[src/rtl/b01_pkg.sv]
// Shared b01 definitions: packer FSM states, default sizes and the counter helper.
// Also holds the b01 comparator state encodings used by neighbouring blocks.
package b01_pkg;

    localparam int unsigned DEF_WIDTH = 8;
    localparam int unsigned DEF_DEPTH = 4;
    localparam int unsigned DEF_CNT_W = 8;

    typedef enum logic {
        PK_IDLE    = 1'b0,
        PK_COLLECT = 1'b1
    } pk_state_e;

    localparam logic ST_IDLE    = PK_IDLE;
    localparam logic ST_COLLECT = PK_COLLECT;

    // b01 serial flow comparator state encodings
    localparam logic [2:0] B01_A   = 3'd0;
    localparam logic [2:0] B01_B   = 3'd1;
    localparam logic [2:0] B01_C   = 3'd2;
    localparam logic [2:0] B01_E   = 3'd3;
    localparam logic [2:0] B01_F   = 3'd4;
    localparam logic [2:0] B01_G   = 3'd5;
    localparam logic [2:0] B01_WF0 = 3'd6;
    localparam logic [2:0] B01_WF1 = 3'd7;

    // True when a w-bit counter holding v may still be incremented.
    function automatic logic sat_can_inc(input logic [31:0] v, input int unsigned w);
        logic [31:0] max_v;
        max_v = (w >= 32) ? 32'hFFFF_FFFF : ((32'd1 << w) - 32'd1);
        return v != max_v;
    endfunction

endpackage

[src/rtl/b01_word_fifo.sv]
// Small synchronous FIFO for tagged packed words; a push into a full FIFO is
// accepted only when a pop happens on the same edge.
module b01_word_fifo #(
    parameter int unsigned W     = 9,
    parameter int unsigned DEPTH = 4
) (
    input  logic                       clock,
    input  logic                       reset_n,
    input  logic                       push,
    input  logic                       pop,
    input  logic [W-1:0]               wdata,
    output logic [W-1:0]               rdata,
    output logic                       full,
    output logic                       empty,
    output logic [$clog2(DEPTH):0]     level
);

    localparam int unsigned AW = $clog2(DEPTH);

    logic [W-1:0]  mem [DEPTH];
    logic [AW-1:0] wr_ptr;
    logic [AW-1:0] rd_ptr;
    logic [AW:0]   count;
    logic          push_ok;
    logic          pop_ok;

    assign empty   = (count == '0);
    assign full    = (count == (AW+1)'(DEPTH));
    assign level   = count;
    assign pop_ok  = pop & ~empty;
    assign push_ok = push & (~full | pop_ok);
    // Head reads as zero when nothing is queued so stale entries never leak out.
    assign rdata   = empty ? '0 : mem[rd_ptr];

    always_ff @(posedge clock or negedge reset_n) begin
        if (!reset_n) begin
            wr_ptr <= '0;
            rd_ptr <= '0;
            count  <= '0;
            for (int i = 0; i < int'(DEPTH); i++) begin
                mem[i] <= '0;
            end
        end else begin
            if (push_ok) begin
                mem[wr_ptr] <= wdata;
                wr_ptr      <= wr_ptr + AW'(1);
            end
            if (pop_ok) begin
                rd_ptr <= rd_ptr + AW'(1);
            end
            case ({push_ok, pop_ok})
                2'b10:   count <= count + (AW+1)'(1);
                2'b01:   count <= count - (AW+1)'(1);
                default: count <= count;
            endcase
        end
    end

endmodule

[src/rtl/b01_outp_packer.sv]
// Packs the b01 outp stream LSB-first into tagged words behind a valid/ready FIFO.
// Optional B01_PACKER_OVF_RESYNC_EN: an overflw sample mid-word restarts the word.
module b01_outp_packer
    import b01_pkg::*;
#(
    parameter int unsigned WIDTH = DEF_WIDTH,
    parameter int unsigned DEPTH = DEF_DEPTH,
    parameter int unsigned CNT_W = DEF_CNT_W
) (
    input  logic                     clock,
    input  logic                     reset_n,
    input  logic                     in_en,
    input  logic                     outp_in,
    input  logic                     overflw_in,
    output logic [WIDTH-1:0]         word_data,
    output logic                     word_ovf,
    output logic                     word_valid,
    input  logic                     word_ready,
    output logic [$clog2(DEPTH):0]   fifo_level,
    output logic [CNT_W-1:0]         drop_cnt,
    output logic [CNT_W-1:0]         ovf_cnt,
    output logic                     state_dbg
);

    // Handshake: a word transfers on any edge where word_valid & word_ready;
    // the head holds steady while word_valid=1 and word_ready=0.

    localparam int unsigned BW = $clog2(WIDTH);

    logic             state;
    logic [BW-1:0]    bit_cnt;
    logic [WIDTH-1:0] shift_q;
    logic             part_ovf;
    logic             resync;
    logic             complete;
    logic             pop;
    logic             fifo_full;
    logic             fifo_empty;
    logic             drop;
    logic [WIDTH:0]   push_word;
    logic [WIDTH:0]   head_word;

`ifdef B01_PACKER_OVF_RESYNC_EN
    assign resync = in_en & overflw_in & (state == ST_COLLECT);
`else
    assign resync = 1'b0;
`endif

    assign complete  = in_en & ~resync & (bit_cnt == BW'(WIDTH - 1));
    assign push_word = {part_ovf | overflw_in, outp_in, shift_q[WIDTH-2:0]};
    assign pop       = word_valid & word_ready;
    assign drop      = complete & fifo_full & ~pop;

    always_ff @(posedge clock or negedge reset_n) begin
        if (!reset_n) begin
            state    <= ST_IDLE;
            bit_cnt  <= '0;
            shift_q  <= '0;
            part_ovf <= 1'b0;
        end else if (in_en) begin
            if (resync) begin
                // Partial bits are abandoned; this sample opens a fresh word.
                shift_q  <= WIDTH'(outp_in);
                bit_cnt  <= BW'(1);
                part_ovf <= 1'b1;
                state    <= ST_COLLECT;
            end else if (complete) begin
                shift_q  <= '0;
                bit_cnt  <= '0;
                part_ovf <= 1'b0;
                state    <= ST_IDLE;
            end else begin
                shift_q[bit_cnt] <= outp_in;
                bit_cnt          <= bit_cnt + BW'(1);
                part_ovf         <= part_ovf | overflw_in;
                state            <= ST_COLLECT;
            end
        end
    end

    always_ff @(posedge clock or negedge reset_n) begin
        if (!reset_n) begin
            drop_cnt <= '0;
            ovf_cnt  <= '0;
        end else begin
            if (drop && sat_can_inc(32'(drop_cnt), CNT_W)) begin
                drop_cnt <= drop_cnt + CNT_W'(1);
            end
            if (in_en && overflw_in && sat_can_inc(32'(ovf_cnt), CNT_W)) begin
                ovf_cnt <= ovf_cnt + CNT_W'(1);
            end
        end
    end

    b01_word_fifo #(
        .W     (WIDTH + 1),
        .DEPTH (DEPTH)
    ) u_fifo (
        .clock   (clock),
        .reset_n (reset_n),
        .push    (complete),
        .pop     (pop),
        .wdata   (push_word),
        .rdata   (head_word),
        .full    (fifo_full),
        .empty   (fifo_empty),
        .level   (fifo_level)
    );

    assign word_valid = ~fifo_empty;
    assign word_ovf   = head_word[WIDTH];
    assign word_data  = head_word[WIDTH-1:0];
    assign state_dbg  = state;

endmodule

[config.mk]
export PLATFORM = sky130hd
export DESIGN_NAME = b01_outp_packer
export DESIGN_NICKNAME = d
export VERILOG_FILES = /design/src/rtl/b01_pkg.sv /design/src/rtl/b01_word_fifo.sv /design/src/rtl/b01_outp_packer.sv
export SDC_FILE = /design/constraint.sdc
export NUM_CORES = 1
export LEC_CHECK = 0
export CORE_ASPECT_RATIO = 1.1
export CORE_MARGIN = 4
export CORE_UTILIZATION = 51
export CTS_BUF_LIST = sky130_fd_sc_hd__clkbuf_8
export DETAILED_ROUTE_END_ITERATION = 7
export PLACE_DENSITY = 0.79
export SYNTH_ARGS = -nofsm -noshare
export SYNTH_HDL_FRONTEND = slang
export SYNTH_SLANG_ARGS = --single-unit
[constraint.sdc]
create_clock -name clock -period 2.6 [get_ports clock]
set_input_delay 0.26 -clock clock [delete_from_list [all_inputs] [get_ports clock]]
set_output_delay 0.26 -clock clock [all_outputs]
set_load 0.02 [all_outputs]
==> qor.yml <==
run_status:
  outcome: "finished, final reports clean"
drt:
  vias: 2228
  drc: 0
  wire_per_inst_um: 15.73
  drt_iter0_drc: 55
  ant_nets: 0
  drt-vias-per-instance: 5.542
  routed_wl_mm: 6.323
  dr.pass1.iters: 4
run:
  maxCapViolCount: 0
logic_synthesis:
  synth_cells: 272
  synth_adder_area_share_pct: 3.791
  ys_ff_latch: 71
  synth_edf_count: 0
  synthXorXnorAreaFrac_pct: 2.754
  yosys.area_share.simple_pct: 12.41
  synthMuxAreaShare_pct: 23.50
  synth_top_area_share_pct: 50.79
  ys_seq_area_share_pct: 50.79
  yosysWarningCount: 0
  yosysTopAreaCell: "dfrtp_1"
  synth-compound-area-share_pct: 3.612
  synthTopCellsByArea: "dfrtp_1, mux2_2, mux4_2, ha_1, mux2i_1"
  synth_top_family_by_area: "multiplexers"
  yosysUniqueCellTypes: 41
  synth-async-reset-ratio_pct: 100.0
  syn-cell-area_um2: 3498
  synthFlopType: "dfrtp_1"
  syn_area_per_cell_um2: 12.86
  synth_fp_nets: 288
timing:
  worst_pin_slew_ps: 468.8
  grt_setup_unrepaired: "no"
  tns_ps: 0
  fmax_mhz: 405.8
  finalCritPeriodShare_pct: 94.79
  final_max_slew_viol_count: 0
  hold_viol: 0
  setup_viol: 0
  post-route-min-period_ps: 2464
  relSlewSlack_pct: 68.31
  fin_skew_ps: 8.509
pwr:
  clock_power_share_pct: 16.6
  powerDensity_nw_per_um2: 1056
  power_frac_seq_pct: 43.4
  vdd_drop_max_mv: 0.6497
  pwr-share-comb_pct: 39.9
  swShare_pct: 34.65
  power.switching_w: 0.001511
  p_int_w: 0.002851
  p_leak_nw: 1.889
setup_path:
  path_max_fanout: 9
  reg2reg_from: "bit_cnt[0]"
  critPathCaptureType: "output pin"
  start_kind: "flop"
  cp-startpoint: "u_fifo.rd_ptr[0]"
  critPathRequiredTime_ps: 2340
  crit_type: "flop to output pin"
  worst_ep_arrival_time_ps: 2200
global_route:
  grt_max_degree: 72
  grt_pass1_vias: 2236
  grt_use_total_pct: 17.01
  grt_overflow: 0
  grt_pass1_wl_mm: 10.73
  grt_antenna_before_repair: 0
layout:
  area_growth_pct: 18.13
  layout_common_cells: "dfrtp_1, mux2_2, clkdlybuf4s50_1"
  diodes: 0
  fin_nets: 332
  fin_util_pct: 62.31
  drive_above_1_share_pct: 25.62
  layout_commonest_cell: "dfrtp_1"
clock_tree:
  clock_latency_ps: 340
  clk_pin_slew_ps: 70
  clkSinkCount: 71
  cts_buffers: 9
  htreeDepth: 3
  cts_buffer_depth: 2
  postCtsSetupBuffers: 0
  cts_hold_buffers: 1
  tritoncts: "built"
  cts-root-buf: "clkbuf_8"
  ctsResizeCount: 0
floorplan:
  io_pins: 36
  dieArea_um2: 8250
  die_h_um: 94.87
  fp.dieW_um: 86.97
  num_rows: 31
  placeableCoreArea_um2: 6633
  start_util_pct: 52.74
placed_design:
  hpwl_mm: 4.323
  gp_congestion: 0.7930
  portBuffers: 35
worst_hold_path:
  min_path_type: "input port to async pin"
routing by layer:
layer,part of all wire (%),wire length [µm],global-route usage (%),vias to the layer above
li1,-,-,-,1064
met1,47,2941,22.47,1115
met2,48,3023,26.27,36
met3,3.4,216,4.363,13
met4,2.2,140,7.792,0
met5,0,0,0,-
cell usage after synthesis, types with 3 or more instances:
cell / number
clkbuf_1: 8
inv_1: 17
nand4_1: 5
xnor2_1: 7
nand3b_1: 3
nor3b_1: 3
mux2_2: 45
o21ai_0: 7
nand2_1: 12
mux4_2: 9
and2_1: 12
dfrtp_1: 71
xor2_1: 4
ha_1: 9
nand3_1: 6
mux2i_1: 9
nand3_2: 4
o22ai_1: 7
nor2_1: 3
nor3_1: 5
sequential cells by signal, indices dropped and copies added (netlist names):
name           count
part_ovf           1
u_fifo.wr_ptr      2
bit_cnt            3
state_dbg          1
shift_q            7
u_fifo.mem        36
drop_cnt           8
ovf_cnt            8
u_fifo.rd_ptr      2
u_fifo.level       3
power by group through the flow:
stage / Sequential (W) / Combinational [W] / Clock, W
detailed placement: 0.00192 / 0.00176 / 0
CTS: 0.00190 / 0.00177 / 0.000745
floorplan: 0.00187 / 0.00114 / 0
global placement: 0.00189 / 0.00172 / 0
global route: 0.00197 / 0.00190 / 0.000792
finish: 0.00189 / 0.00174 / 0.000725
cells by family (layout without fill, tap and decap cells):
logic type,count (synthesis),in the layout
buffers and inverters,27,75
and+or+nand+nor,68,68
adders and majority gates,10,10
xor gates and xnor gates,11,11
DFF,71,71
AOI/OAI and AO/OA,20,20
muxes,65,65
area by class of cell:
| type | count | area (µm²) |
|---|---|---|
| fillers | 524 | 2500 |
| flip-flops and latches | 71 | 1777 |
| multi-input cells | 174 | 1612 |
| repair buffers | 43 | 420.4 |
| clock buffers | 10 | 137.6 |
| well taps | 82 | 102.6 |
| inverters | 17 | 63.81 |
| clock inverters | 5 | 20.02 |
worst paths after layout:
| check | endpoint | slack (ps) | cells after the start |
|---|---|---|---|
| max | word_data[7] | 140 | 4 |
| min | u_fifo.mem[33] | 480 | 3 |
| max reg2reg | u_fifo.level[2] | 290 | 10 |
| min reg2reg | part_ovf | 490 | 2 |
| max in group asynchronous | u_fifo.rd_ptr[1] | 1830 | 3 |
| min in group clock | part_ovf | 490 | 2 |
worst max-delay path: stages (launching register included):
cell and delay [ps]:
dfrtp_1 390, buf_4 240, mux4_2 520, and2_1 180, clkdlybuf4s50_1 540
per-stage QoR:
stage                     std cells  instance area (µm²)  power, W  hold slack, ps  setup WS [ps]
final                           402                 4133  0.004363           481.5          135.5
after global routing            402                 4133  0.004654           509.9          48.23
after global placement          386                 3965  0.003612           316.7          205.7
after CTS                       402                 4133  0.004416           485.8          89.91
after floorplan                 272                 3498  0.003015          -35.59          257.8
after detailed placement        386                 3965  0.003679           316.9          126.6
No activity file was read; power rests on OpenSTA's default activity.
